## src/rtl/fifo_rd_ctrl.sv

```systemverilog
// ----------------------------------------------------------------------------
// fifo_rd_ctrl
// Read-side controller for an 8-entry x 32-bit FIFO whose storage registers
// live outside this block. It tracks occupancy (pushes reported by the writer,
// pops performed here), keeps the read pointer, registers the read data and
// reports the outcome of each clock edge through a small state machine.
//
// Ports
//   clk         rising-edge clock for all state
//   reset_n     asynchronous active-low reset
//   rd_en       read request
//   wr_push     writer stored one entry on this edge
//   mem_flat    the eight storage registers, entry k at [32k+31:32k]
//   d_out       registered read data, valid while rd_ack is high
//   rd_ack      previous edge performed a successful read
//   rd_err      previous edge rejected a read because the FIFO was empty
//   empty       data_count == 0
//   full        data_count == 8
//   data_count  stored entries, 0..8
//   rd_ptr      index of the next entry to read
// ----------------------------------------------------------------------------
module fifo_rd_ctrl (
    input  logic         clk,
    input  logic         reset_n,
    input  logic         rd_en,
    input  logic         wr_push,
    input  logic [255:0] mem_flat,
    output logic [31:0]  d_out,
    output logic         rd_ack,
    output logic         rd_err,
    output logic         empty,
    output logic         full,
    output logic [3:0]   data_count,
    output logic [2:0]   rd_ptr
);

    // The state records what the most recent edge did.
    typedef enum logic [1:0] {
        StInit,
        StNoOp,
        StRead,
        StRdError
    } state_e;

    state_e      state_q;
    logic        rd_ok;
    logic        rd_fail;
    logic        push_ok;
    logic [3:0]  count_d;
    logic [31:0] rd_data;

    assign empty = (data_count == 4'd0);
    assign full  = (data_count == 4'd8);

    // All qualifiers use pre-edge occupancy.
    assign rd_ok   = rd_en & ~empty;
    assign rd_fail = rd_en & empty;
    assign push_ok = wr_push & ~full;

    assign rd_data = mem_flat[{rd_ptr, 5'd0} +: 32];

    // A push and a pop on the same edge cancel out.
    always_comb begin
        count_d = data_count;
        if (push_ok && !rd_ok) begin
            count_d = data_count + 4'd1;
        end else if (rd_ok && !push_ok) begin
            count_d = data_count - 4'd1;
        end
    end

    always_ff @(posedge clk or negedge reset_n) begin
        if (!reset_n) begin
            state_q    <= StInit;
            d_out      <= 32'd0;
            rd_ptr     <= 3'd0;
            data_count <= 4'd0;
        end else begin
            data_count <= count_d;
            if (rd_ok) begin
                state_q <= StRead;
                d_out   <= rd_data;
                rd_ptr  <= rd_ptr + 3'd1;   // wraps 7 -> 0 naturally
            end else if (rd_fail) begin
                state_q <= StRdError;
            end else begin
                state_q <= StNoOp;
            end
        end
    end

    // Decodes of the registered state, so both are glitch-free and exclusive.
    assign rd_ack = (state_q == StRead);
    assign rd_err = (state_q == StRdError);

endmodule

```

## config.mk

```make
export PLATFORM = sky130hd
export DESIGN_NAME = fifo_rd_ctrl
export DESIGN_NICKNAME = d
export VERILOG_FILES = /design/src/rtl/fifo_rd_ctrl.sv
export SDC_FILE = /design/constraint.sdc
export NUM_CORES = 1
export LEC_CHECK = 0
export BUFFER_PORTS_ARGS = -buffer_cell sky130_fd_sc_hd__buf_2
export CAP_MARGIN = 0
export CORE_AREA = 5 5 116 118
export CTS_BUF_LIST = sky130_fd_sc_hd__clkbuf_2 sky130_fd_sc_hd__clkbuf_4 sky130_fd_sc_hd__clkbuf_8
export DETAILED_ROUTE_END_ITERATION = 10
export DIE_AREA = 0 0 121 123
export GPL_ROUTABILITY_DRIVEN = 1
export GPL_TIMING_DRIVEN = 0
export PLACE_DENSITY = 0.68
export REMOVE_ABC_BUFFERS = 1
export SLEW_MARGIN = 5
export SYNTH_ARGS = -nofsm -noshare
export SYNTH_HDL_FRONTEND = slang
export SYNTH_SLANG_ARGS = --single-unit
```

## constraint.sdc

```tcl
create_clock -name clk -period 2.5 [get_ports clk]
set_clock_uncertainty 0.15 [all_clocks]
set_input_delay 0.125 -clock clk [delete_from_list [all_inputs] [get_ports clk]]
set_output_delay 0.125 -clock clk [all_outputs]
set_load 0.005 [all_outputs]
```

* Word-level counts from Yosys, hierarchy flattened
Cells that the tools add are included.
** Word-level totals
- Flip-flop bits (word level) :: 41
- Bits of input ports :: 260
** Cells by class
- $add $sub $neg :: 3
- Eq/ne operators :: 3
- Shift-type cells :: 1
- Muxes and demuxes :: 4
- Bitwise gates (word level) :: 5
- Reductions and logical operators :: 6
** Operator list (number)
- indexed part select 256 x 9 -> 32 bit :: 1
- two-way mux 4 bit :: 2
- adder 4 x 1 -> 4 bit (second input constant) :: 1
- == test 2 bit (second input constant) :: 2
- == test 4 bit (second input constant) :: 1
- logical NOT 4 bit :: 1
- two-way mux 2 bit :: 2
- subtractor 4 x 1 -> 4 bit (second input constant) :: 1
- adder 3 x 1 -> 3 bit (second input constant) :: 1
- AND 1 bit :: 3
- logical AND 1 bit :: 2
- logical NOT 1 bit :: 2
- inverter 1 bit :: 2
- nonzero test 2 bit :: 1

* Logic depth before layout (Yosys ltp)
Gate-level depths: netlist (run 1).
- Depth in word-level cells :: 7
- Depth in mapped cells :: 10
- Depth with buffers taken out :: 9

* Least setup slack after synthesis (run 1)
No wires, ideal clock.
- Path type :: register to register
- Start :: reg data_count[0]
- End :: reg data_count[3]
- Setup time :: 0.136 ns
- Arrival :: 2.461 ns
- Data required time :: 2.214 ns
- Path slack :: -0.248 ns
- Cell stages (with the launch flop) :: 10
- Path buffers :: 1
- Path through :: dfrtp_1 -> nor4_2 -> nand2b_1 -> buf_2 -> ha_1 -> inv_1 -> ha_1 -> a21o_1 -> a2111oi_0 -> o31ai_1
** On the way
- Cells in the longest elaborated chain, start to end :: 6
** Ends and longest elaborated chain
- start, declared :: RTL line 33 : output logic [3:0] data_count,
- start signal, assigned :: RTL line 79 : data_count <= count_d;
- logical NOT 4 bit (*) :: RTL line 52 : assign empty = (data_count == 4'd0);
- named net empty :: RTL line 31 : output logic empty,
- inverter 1 bit (*) :: RTL line 56 : assign rd_ok = rd_en & ~empty;
- AND 1 bit (*) :: RTL line 56
- logical NOT 1 bit :: RTL line 65 : if (push_ok && !rd_ok) begin
- logical AND 1 bit :: RTL line 65
- two-way mux 4 bit / nonzero test 2 bit (equally long branches)
Mark *: on every way through the listed nets, which the timed path passes. The rest lies on a longest branch. The select of a mux whose other input is x is not followed.
A chain may end at the register's enable or synchronous reset.

* Worst setup path after layout (run 1)
- Start :: reg data_count[0]
- End :: reg data_count[3]
** On the way
- Cells in the longest elaborated chain, start to end :: 6
** Ends and longest elaborated chain
- branches (longest 6 deep; another with subtractor 4 x 1 -> 4 bit)
Several ways; the timed one is not identified. The select of a mux whose other input is x is not followed.

==> key figures, run 1 <==
Status
  – Run status: finished clean

Hold path
  – Worst hold path type: in -> reg
  – Depth of the worst hold-timing path: 5

Power
  – Pwr Density: 1010 mW/mm²
  – P_leak: 2.81 nW
  – Worst VDD drop: between 0.0006 and 0.0007 V

Clock tree
  – Number of H-tree levels: 2
  – Clk sink count: 41
  – Worst-case clock buffer depth: 2
  – CTS Buf Count: 5
  – TritonCTS clock tree: yes
  – Clk slew on worst S/H paths: about 0.090 ns
  – Clock Latency Late Sink: 0.30 ns
  – CTS root buf: clkbuf_8

Timing
  – Slew HR: 36.2%
  – Final min period: 2.39 ns
  – Final Hold Vio Count: 0
  – Fin crit share: 95.6%
  – Slew @ Worst Pin: 0.958 ns
  – Slew Limit Fails: 0
  – TNS Setup: 0 ns
  – Max Clk Rate: roughly 420 MHz
  – Setup ws final: 0.110 ns
  – Final Setup Violations: 0

Yosys
  – Syn. warnings: 0
  – Register bit count reported by yosys: 41
  – Syn Std Cell Area: 0.00371 mm²
  – Cell variety after synth: 31
  – Average size of a mapped cell: 10.0 µm²
  – Share of the yosys chip area belonging to registers: 27.7%
  – Synth Instances: 370

Global route
  – GRT overflow: 0
  – First-pass GRT wire length: around 20 mm
  – Vias in the first global route: 4003
  – Pin count of the biggest net entering global routing: 65
  – Initial antenna violation count: 1
  – GR Util All Layers: 16.5%

Final layout
  – Area Overhead vs Synth: 49.6%
  – Share of cells above drive strength 1: 61.3%
  – Ant diodes: 0
  – Final Non-Filler Cells: a little over 800
  – # fillers: 1261
  – Total Nets Final: 924

Critical path
  – Crit-path leading delay family: simple AND/OR/NAND/NOR gates
  – CP required: 2.52 ns
  – Buf/Inv on CP: 1
  – Crit path max fanout: 6
  – CP endpoint kind: flop
  – CP max stage delay: 0.47 ns
  – Crit path arrival time: between 2 and 2.5 ns
  – Type of origin of the critical path: flop
  – WP depth: 9
  – Worst-path cell chain: nor4_4 > nand2b_4 > ha_4 > inv_2 > ha_1 > a21o_1 > a21oi_2 > mux2i_1 > o31ai_1
  – Crit Path Class: reg -> reg
  – Critical-path top delay cell: dfrtp_2
  – R2R cell count: 9

Floorplanning
  – Row count: 41
  – Core area: ~0.012 mm²
  – Die X-Extent: 121 µm
  – Starting Density: 30.0%
  – Vert. Die Dim: roughly 120 µm
  – IO Pins: 303
  – Die area: 0.0149 mm²

Drt
  – Via count: 4052
  – Via density: 4.88
  – Pre-Repair DR Iteration Count: 4
  – First DRT Iteration DRCs: 110
  – Drc violations: 0
  – Final ANT Viol Nets: 0
  – DR WL/cell: 16.3 µm
  – Drt total wl: 13.5 mm

Placed design
  – Dpl hpwl: between 10 and 15 mm
  – Placed Cells: 811
  – Setup WS pre-CTS: -0.621 ns
  – Port-buffer cells: approximately 300
  – Placer Congestion: 0.790

Flow run
  – Max-cap violations: 0
==> flip-flops by register name, indices dropped and copies added, names as in the netlist <==
name,count
data_count,4
state_q,2
rd_ptr,3
d_out,32
==> routing by layer <==
layer | up-vias | share of wire [%] | GRT usage [%]
li1 | 2000 | - | -
met1 | 1830 | 38 | 18.8
met2 | 208 | 51 | 30.4
met3 | 12 | 9.2 | 3.80
met4 | 2 | 1.6 | 5.10
met5 | - | 0.096 | 0
==> cell usage after synthesis (all sizes together) <==
cell / instances / area share, %
mux2: 66 / 20
a2111oi: 1 / 0.24
xor2: 1 / 0.24
o21ai: 34 / 4.6
o31ai: 1 / 0.20
fa: 1 / 0.54
inv: 2 / 0.20
ha: 4 / 1.3
a22oi: 26 / 5.3
mux2i: 65 / 18
xnor2: 3 / 0.71
a21oi: 1 / 0.13
clkbuf: 14 / 1.5
nor4: 1 / 0.34
and2: 1 / 0.17
o221ai: 26 / 6.1
nand2: 36 / 3.6
nor4b: 1 / 0.24
a21o: 1 / 0.20
nor2: 2 / 0.20
a221o: 6 / 1.6
nor3: 3 / 0.40
dfrtp: 41 / 28
nand2b: 2 / 0.34
o22ai: 6 / 1.0
nor2b: 3 / 0.51
buf: 22 / 5.0
==> logic make-up after synthesis <==
logic type                 after synthesis  synth area share, %
DFF                                     41                 27.7
adders and majority gates                5                 1.89
xor gates and xnor gates                 4                0.945
muxes                                  131                 37.6
and+or+nand+nor                         49                 5.84
buffers and inverters                   38                 6.68
AOI/OAI and AO/OA                      102                 19.4
==> worst min-delay path: cells and delay by family <==
family	cells	cell delay (ns)
buf+inv	1	0.09
compound gates	3	0.21
mux	1	0.11
==> layout by cell type (no fill, tap or decap), drive strengths merged, types with 4 or more instances in the layout <==
cell    netlist  layout
o21ai        34      34
o22ai         6       6
a22oi        26      26
dfrtp        41      41
o221ai       26      26
ha            4       4
nand2        36      36
mux2         66      66
buf          22     315
mux2i        65      65
a221o         6       6
clkbuf       14       7
==> where the power goes <==
part	total (mW)	switching, mW	internal (mW)
Combinational	3.82	1.86	1.96
Clock	0.456	0.226	0.230
Sequential	1.33	0.318	1.01
Total	5.60	2.41	3.20
==> timing repair <==
action	4_1_cts	5_1_grt
resized for setup	8	6
hold buffers	2	0
endpoints found under the hold margin	42	0
pin swaps	1	4
buffers inserted	3	7
cloned	1	0
setup endpoints to repair	3	2
==> final timing paths <==
path / end / startpoint / slack (ns)
worst max-delay path: data_count[3] / data_count[0] / 0.11
worst min-delay path: d_out[23] / mem_flat[23] / 0.13
worst max register to register: data_count[3] / data_count[0] / 0.11
worst min register to register: d_out[11] / d_out[11] / 0.33
max in group asynchronous: rd_ptr[0] / reset_n / 1.11
min in group asynchronous: d_out[11] / reset_n / 0.39
==> per-stage QoR <==
step	utilization, %	hold slack, ns	total power [mW]	area, µm²
after floorplan	-	-0.321	3.57	3470
after global placement	42.0	0.103	4.44	5190
after detailed placement	42.8	0.113	4.97	5290
after CTS	44.2	0.118	5.52	5460
after global routing	44.9	0.129	6.04	5550
final	44.9	0.132	5.60	5550
==> final cells by class <==
cell class | count | area [µm²] | share of cell area (%)
flip-flops and latches | 41 | 1030 | 18.6
well taps | 172 | 215 | 3.88
clock buffers | 7 | 90.1 | 1.62
inverters | 2 | 7.51 | 0.135
repair buffers | 317 | 1680 | 30.3
multi-input cells | 292 | 2520 | 45.4
(Power assumes the default switching activity.)
==> inputs of run 2 (changes only) <==
--- a/config.mk
+++ b/config.mk
@@ -7,13 +7,15 @@
 export LEC_CHECK = 0
 export BUFFER_PORTS_ARGS = -buffer_cell sky130_fd_sc_hd__buf_2
 export CAP_MARGIN = 0
-export CORE_AREA = 5 5 116 118
-export CTS_BUF_LIST = sky130_fd_sc_hd__clkbuf_2 sky130_fd_sc_hd__clkbuf_4 sky130_fd_sc_hd__clkbuf_8
+export CELL_PAD_IN_SITES_DETAIL_PLACEMENT = 0
+export CELL_PAD_IN_SITES_GLOBAL_PLACEMENT = 1
+export CORE_MARGIN = 5
+export CORE_UTILIZATION = 25
+export CTS_BUF_LIST = sky130_fd_sc_hd__clkbuf_4 sky130_fd_sc_hd__clkbuf_8 sky130_fd_sc_hd__clkbuf_16
 export DETAILED_ROUTE_END_ITERATION = 10
-export DIE_AREA = 0 0 121 123
 export GPL_ROUTABILITY_DRIVEN = 1
 export GPL_TIMING_DRIVEN = 0
-export PLACE_DENSITY = 0.68
+export PLACE_DENSITY = 0.79
 export REMOVE_ABC_BUFFERS = 1
 export SLEW_MARGIN = 5
 export SYNTH_ARGS = -nofsm -noshare
==> run 2 against run 1 <==
- routed wire length grew 5.4%
- die area is 17% higher
- cell area increased by 1.8%
- critical path depth is 1 higher
- utilization is 6.0 points lower
- global-route usage down 0.85 points
- total power increased by 4.0%
- critical path type unchanged
- combinational power about the same
- first-iteration DRC count up 15%
- register-to-register slack barely moved
- sequential share of layout area is 0.31 points lower
- largest cell class unchanged
==> key figures, run 2 (synthesized netlist as in run 1, its figures left out) <==
Power
  – Pwr Density: 1030 mW/mm² (was 1010 mW/mm²)
  – P_leak: 2.86 nW (was 2.81 nW)
  – Worst VDD drop: 0.000609 V (was 0.000689 V)
  – Final Total Pwr: 5.83 mW (was 5.60 mW)

Floorplanning
  – Core area: 0.0145 mm² (was 0.0124 mm²)
  – Vert. Die Dim: 132 µm (was 123 µm)
  – IO Pins: 303 (unchanged)
  – Die X-Extent: 132 µm (was 121 µm)
  – Die area: 0.0174 mm² (was 0.0149 mm²)
  – Starting Density: 25.5% (was 30.0%)
  – Row count: 44 (was 41)

Critical path
  – Buf/Inv on CP: 2 (was 1)
  – Crit path max fanout: 5 (was 6)
  – Type of origin of the critical path: flop (unchanged)
  – CP max stage delay: 0.43 ns (was 0.47 ns)
  – Crit-path leading delay family: simple AND/OR/NAND/NOR gates (unchanged)
  – Worst-path cell chain: nor4_4 > nand2b_4 > buf_12 > ha_4 > inv_2 > ha_1 > a21o_1 > a21oi_2 > mux2i_1 > o31ai_1 (was nor4_4 > nand2b_4 > ha_4 > inv_2 > ha_1 > a21o_1 > a21oi_2 > mux2i_1 > o31ai_1)
  – CP required: 2.51 ns (was 2.52 ns)
  – Crit path arrival time: 2.39 ns (was 2.41 ns)
  – CP endpoint kind: flop (unchanged)
  – Critical-path top delay cell: dfrtp_2 (unchanged)
  – CP Launch Point: data_count[1] (was data_count[0])
  – Worst r2r src: data_count[1] (was data_count[0])
  – Crit Path Class: reg -> reg (unchanged)

Timing
  – Max Clk Rate: 420 MHz (was 418 MHz)
  – Slew Limit Fails: 0 (unchanged)
  – Final min period: 2.38 ns (was 2.39 ns)
  – Fin crit share: 95.2% (was 95.6%)
  – Final Setup Violations: 0 (unchanged)
  – Slew @ Worst Pin: 0.997 ns (was 0.958 ns)
  – Slew HR: 33.5% (was 36.2%)
  – Final Hold Vio Count: 0 (unchanged)
  – RSZ-0062 raised after global routing: no

Final layout
  – Util after Layout: 38.9% (was 44.9%)
  – Biggest regs: d_out x32, data_count x4, rd_ptr x3 (unchanged)
  – Share of cells above drive strength 1: 61.5% (was 61.3%)
  – Most used cells in the layout excluding fill and tap cells: buf_2, mux2_2, mux2i_1, dfrtp_1, nand2_1 (unchanged)
  – Total Nets Final: 925 (was 924)
  – Final Non-Filler Cells: 844 (was 831)
  – Area Overhead vs Synth: 52.4% (was 49.6%)
  – Reg with most FFs: d_out (unchanged)
  – Max reg flops: 32 (unchanged)
  – Commonest non-fill, non-tap cell in the layout: buf_2 (unchanged)
  – Ant diodes: 0 (unchanged)

Clock tree
  – Clk sink count: 41 (unchanged)
  – Worst-case clock buffer depth: 2 (unchanged)
  – CTS Buf Count: 5 (unchanged)
  – Number of H-tree levels: 2 (unchanged)
  – CTS root buf: clkbuf_16 (was clkbuf_8)
  – Clock Latency Late Sink: 0.28 ns (was 0.30 ns)
  – TritonCTS clock tree: yes (unchanged)
  – Clk slew on worst S/H paths: 0.06 ns (was 0.09 ns)

Placed design
  – Dpl hpwl: 10.7 mm (was 10.3 mm)
  – Placer Congestion: 0.785 (was 0.790)
  – Port-buffer cells: 302 (unchanged)
  – Placed Cells: 823 (was 811)

Global route
  – GR Util All Layers: 15.6% (was 16.5%)
  – GRT overflow: 0 (unchanged)
  – Pin count of the biggest net entering global routing: 57 (was 65)
  – First-pass GRT wire length: 22.2 mm (was 19.7 mm)
  – Initial antenna violation count: 0 (was 1)
  – Vias in the first global route: 4215 (was 4003)

Drt
  – First DRT Iteration DRCs: 127 (was 110)
  – Final ANT Viol Nets: 0 (unchanged)
  – Drt total wl: 14.3 mm (was 13.5 mm)
  – Drc violations: 0 (unchanged)
  – Via count: 4005 (was 4052)
  – Via density: 4.75 (was 4.88)
  – DR WL/cell: 16.9 µm (was 16.3 µm)
  – Pre-Repair DR Iteration Count: 4 (unchanged)

Flow run
  – Max-cap violations: 0 (unchanged)

Hold path
  – Hold_sp: mem_flat[14] (was mem_flat[23])
  – Worst hold path type: in -> reg (unchanged)

Status
  – Run status: finished clean (unchanged)
==> run 2: cell type report <==
type                       instances  area, µm²
sequential                        41       1030
timing repair buffer             318       1710
fill                            1544       8880
multi-input combinational        292       2520
tap                              184        230
clock buffer                       7        146
inverter                           2       7.51
==> run 2: final timing paths <==
path                            endpoint  slack, ns  cells past startpoint
min in group asynchronous      d_out[25]       0.43                      2
setup / recovery           data_count[3]       0.12                     10
setup reg to reg           data_count[3]       0.12                     10
max in group asynchronous      rd_ptr[0]       1.05                      2
hold reg to reg                d_out[14]       0.33                      2
hold / removal                 d_out[14]       0.14                      4
==> run 2: routing by layer <==
metal	part of all wire, %	vias to the layer above	GRT usage [%]
li1	-	2009	-
met1	40	1802	18.3
met2	51	182	28.5
met3	7.9	12	3.89
met4	1.4	0	3.66
met5	0	-	0
==> run 2: worst reg2reg max path, cell delays in order (launching register included) <==
cell,delay (ns)
dfrtp_2,0.43
nor4_4,0.30
nand2b_4,0.19
buf_12,0.10
ha_4,0.14
inv_2,0.06
ha_1,0.27
a21o_1,0.20
a21oi_2,0.15
mux2i_1,0.19
o31ai_1,0.08
==> run 2: report_power, final <==
group | internal, mW | switching [mW]
Clock | 0.403 | 0.249
Sequential | 1.01 | 0.337
Combinational | 1.97 | 1.86
==> run 2: timing repair <==
action                                  4_1_cts  5_1_grt
endpoints found under the setup margin        4        1
cloned                                        2        0
setup buffers                                 6        4
pin swaps                                     3        3
hold endpoints to repair                     42        0
resized for setup                            10        4
hold buffers                                  2        0
==> run 2: per-stage QoR <==
stage	setup TNS, ns	area [µm²]	worst slack, ns	hold slack, ns
after floorplan	-79.13	3470	-2.30	-0.321
final	0	5650	0.121	0.136
after global routing	0	5650	0.00580	0.170
after global placement	-125.66	5210	-3.62	0.0987
after CTS	0	5610	0.0147	0.130
after detailed placement	-1.95	5310	-0.907	0.109
==> inputs of run 3 (changes only) <==
--- a/config.mk
+++ b/config.mk
@@ -9,7 +9,6 @@
 export CAP_MARGIN = 0
 export CELL_PAD_IN_SITES_DETAIL_PLACEMENT = 0
 export CELL_PAD_IN_SITES_GLOBAL_PLACEMENT = 1
-export CORE_MARGIN = 5
 export CORE_UTILIZATION = 25
 export CTS_BUF_LIST = sky130_fd_sc_hd__clkbuf_4 sky130_fd_sc_hd__clkbuf_8 sky130_fd_sc_hd__clkbuf_16
 export DETAILED_ROUTE_END_ITERATION = 10
==> run 3 against run 2 <==
- total power is 0.51% lower
- combinational power hardly changed
- via count is 0.37% lower
- highest routed layer unchanged
==> key figures, run 3 (synthesized netlist as in run 1, its figures left out) <==
Status
  – Run status: finished clean (unchanged)

Global route
  – Initial antenna violation count: 0 (unchanged)
  – Pin count of the biggest net entering global routing: 64 (was 57)
  – Met3 Use GR: 3.16% (was 3.89%)
  – GR Util All Layers: 15.7% (was 15.6%)
  – Busiest grt layer: met2 (unchanged)
  – Met1 Use GR: 18.3% (about the same)
  – Met2 Resource Use GR: 29.4% (was 28.5%)
  – GRT overflow: 0 (unchanged)
  – First-pass GRT wire length: 18.2 mm (was 22.2 mm)
  – Vias in the first global route: 3613 (was 4215)

Critical path
  – Type of origin of the critical path: flop (unchanged)
  – Crit Path Class: reg -> reg (unchanged)
  – Reg2reg end: data_count[3] (unchanged)
  – Crit path max fanout: 6 (was 5)
  – Worst r2r src: data_count[1] (unchanged)
  – CP endpoint kind: flop (unchanged)
  – R2r setup slk: 0.08 ns (was 0.12 ns)
  – Critical Path End: data_count[3] (unchanged)
  – CP Launch Point: data_count[1] (unchanged)
  – R2R cell count: 8 (was 10)
  – CP required: 2.51 ns (about the same)
  – Crit path arrival time: 2.43 ns (was 2.39 ns)

Hold path
  – Worst hold path type: in -> reg (unchanged)
  – Depth of the worst hold-timing path: 5 (was 4)

Clock tree
  – Worst-case clock buffer depth: 2 (unchanged)
  – Clock Latency Late Sink: 0.28 ns (about the same)
  – CTS Buf Count: 5 (unchanged)
  – Number of H-tree levels: 2 (unchanged)
  – Clk sink count: 41 (unchanged)
  – TritonCTS clock tree: yes (unchanged)
  – Clk slew on worst S/H paths: 0.06 ns (about the same)
  – CTS root buf: clkbuf_16 (unchanged)

Timing
  – RSZ-0062 raised after global routing: no (unchanged)
  – Max Clk Rate: 413 MHz (was 420 MHz)
  – Final Setup Violations: 0 (unchanged)
  – Slew HR: 34.2% (was 33.5%)
  – Slew Limit Fails: 0 (unchanged)
  – Final min period: 2.42 ns (was 2.38 ns)
  – Final Hold Vio Count: 0 (unchanged)
  – Fin crit share: 96.9% (was 95.2%)
  – Slew @ Worst Pin: 0.987 ns (was 0.997 ns)

Final layout
  – Biggest regs: d_out x32, data_count x4, rd_ptr x3 (unchanged)
  – Ant diodes: 0 (unchanged)
  – Most used cells in the layout excluding fill and tap cells: buf_2, mux2_2, mux2i_1, dfrtp_1, nand2_1 (unchanged)
  – Area Overhead vs Synth: 51.2% (was 52.4%)
  – Util after Layout: 38.7% (was 38.9%)
  – Reg with most FFs: d_out (unchanged)
  – Share of cells above drive strength 1: 61.1% (was 61.5%)
  – Total Nets Final: 921 (was 925)
  – Commonest non-fill, non-tap cell in the layout: buf_2 (unchanged)
  – Max reg flops: 32 (unchanged)

Placed design
  – Port-buffer cells: 302 (unchanged)
  – Dpl hpwl: 9.69 mm (was 10.7 mm)
  – Placer Congestion: 0.749 (was 0.785)

Drt
  – Via density: 4.75 (about the same)
  – Final ANT Viol Nets: 0 (unchanged)
  – First DRT Iteration DRCs: 73 (was 127)
  – Pre-Repair DR Iteration Count: 4 (unchanged)
  – Drc violations: 0 (unchanged)
  – DR WL/cell: 15.3 µm (was 16.9 µm)
  – Drt total wl: 12.8 mm (was 14.3 mm)
  – Via count: 3990 (was 4005)

Floorplanning
  – Starting Density: 25.6% (was 25.5%)
  – Die area: 0.0153 mm² (was 0.0174 mm²)
  – Row count: 44 (unchanged)
  – Core area: 0.0145 mm² (about the same)
  – Vert. Die Dim: 124 µm (was 132 µm)
  – Die X-Extent: 124 µm (was 132 µm)
  – IO Pins: 303 (unchanged)

Power
  – Worst VDD drop: 0.000494 V (was 0.000609 V)
  – P_leak: 2.83 nW (was 2.86 nW)
  – Pwr Density: 1030 mW/mm² (about the same)
  – Final Total Pwr: 5.80 mW (was 5.83 mW)

Flow run
  – Max-cap violations: 0 (unchanged)
[run 3: worst max-delay path, stage by stage, from the launching register on]
cell and delay, ns:
dfrtp_2 0.46, nor4_4 0.30, nand2b_4 0.20, ha_4 0.17, inv_2 0.07, ha_1 0.27
a21o_1 0.21, a2111oi_2 0.36, o31ai_1 0.12
[run 3: area by class of cell]
type / count / area, µm²
Clock buffer: 6 / 133
Clock inverter: 1 / 5.00
Fill cell: 1525 / 8870
Inverter: 2 / 7.51
Multi-Input combinational cell: 292 / 2510
Sequential cell: 41 / 1030
Tap cell: 184 / 230
Timing Repair Buffer: 314 / 1690
[run 3: layer usage]
layer | routed length [µm] | vias up
met2 | 6560 | 181
met1 | 5200 | 1805
li1 | - | 1999
met3 | 962 | 5
met4 | 93 | 0
met5 | 0 | -
[run 3: per-stage QoR]
stage | cells | hold slack (ns) | setup WS (ns) | setup TNS, ns | instance area (µm²)
after floorplan | 334 | -0.321 | -2.30 | -79.13 | 3470
after global placement | 820 | 0.0996 | -3.55 | -127.03 | 5210
after detailed placement | 825 | 0.114 | -0.758 | -1.51 | 5360
after CTS | 837 | 0.136 | 0.0354 | 0 | 5580
after global routing | 840 | 0.164 | 0.00110 | 0 | 5610
final | 840 | 0.145 | 0.0784 | 0 | 5610
[run 3: worst min path at each step]
stage | start | to | slack (ns)
2_1_floorplan | reset_n | d_out[0] | -0.32
3_3_place_gp | rd_en | state_q[1] | 0.1
3_5_place_dp | rd_en | state_q[1] | 0.11
4_1_cts | mem_flat[14] | d_out[14] | 0.14
5_1_grt | mem_flat[78] | d_out[14] | 0.16
6_report | mem_flat[1] | d_out[1] | 0.15
[run 3: what timing repair did]
action | CTS | global route
hold buffers | 2 | 0
cloned | 1 | 0
buffers inserted | 2 | 3
endpoints found under the setup margin | 3 | 1
resized for setup | 11 | 1
hold endpoints to repair | 42 | 0
pin swaps | 1 | 2
[run 3: power breakdown]
part | total [mW] | switching [mW] | internal [mW]
clock network | 0.623 | 0.249 | 0.374
logic | 3.80 | 1.82 | 1.99
registers | 1.37 | 0.364 | 1.01
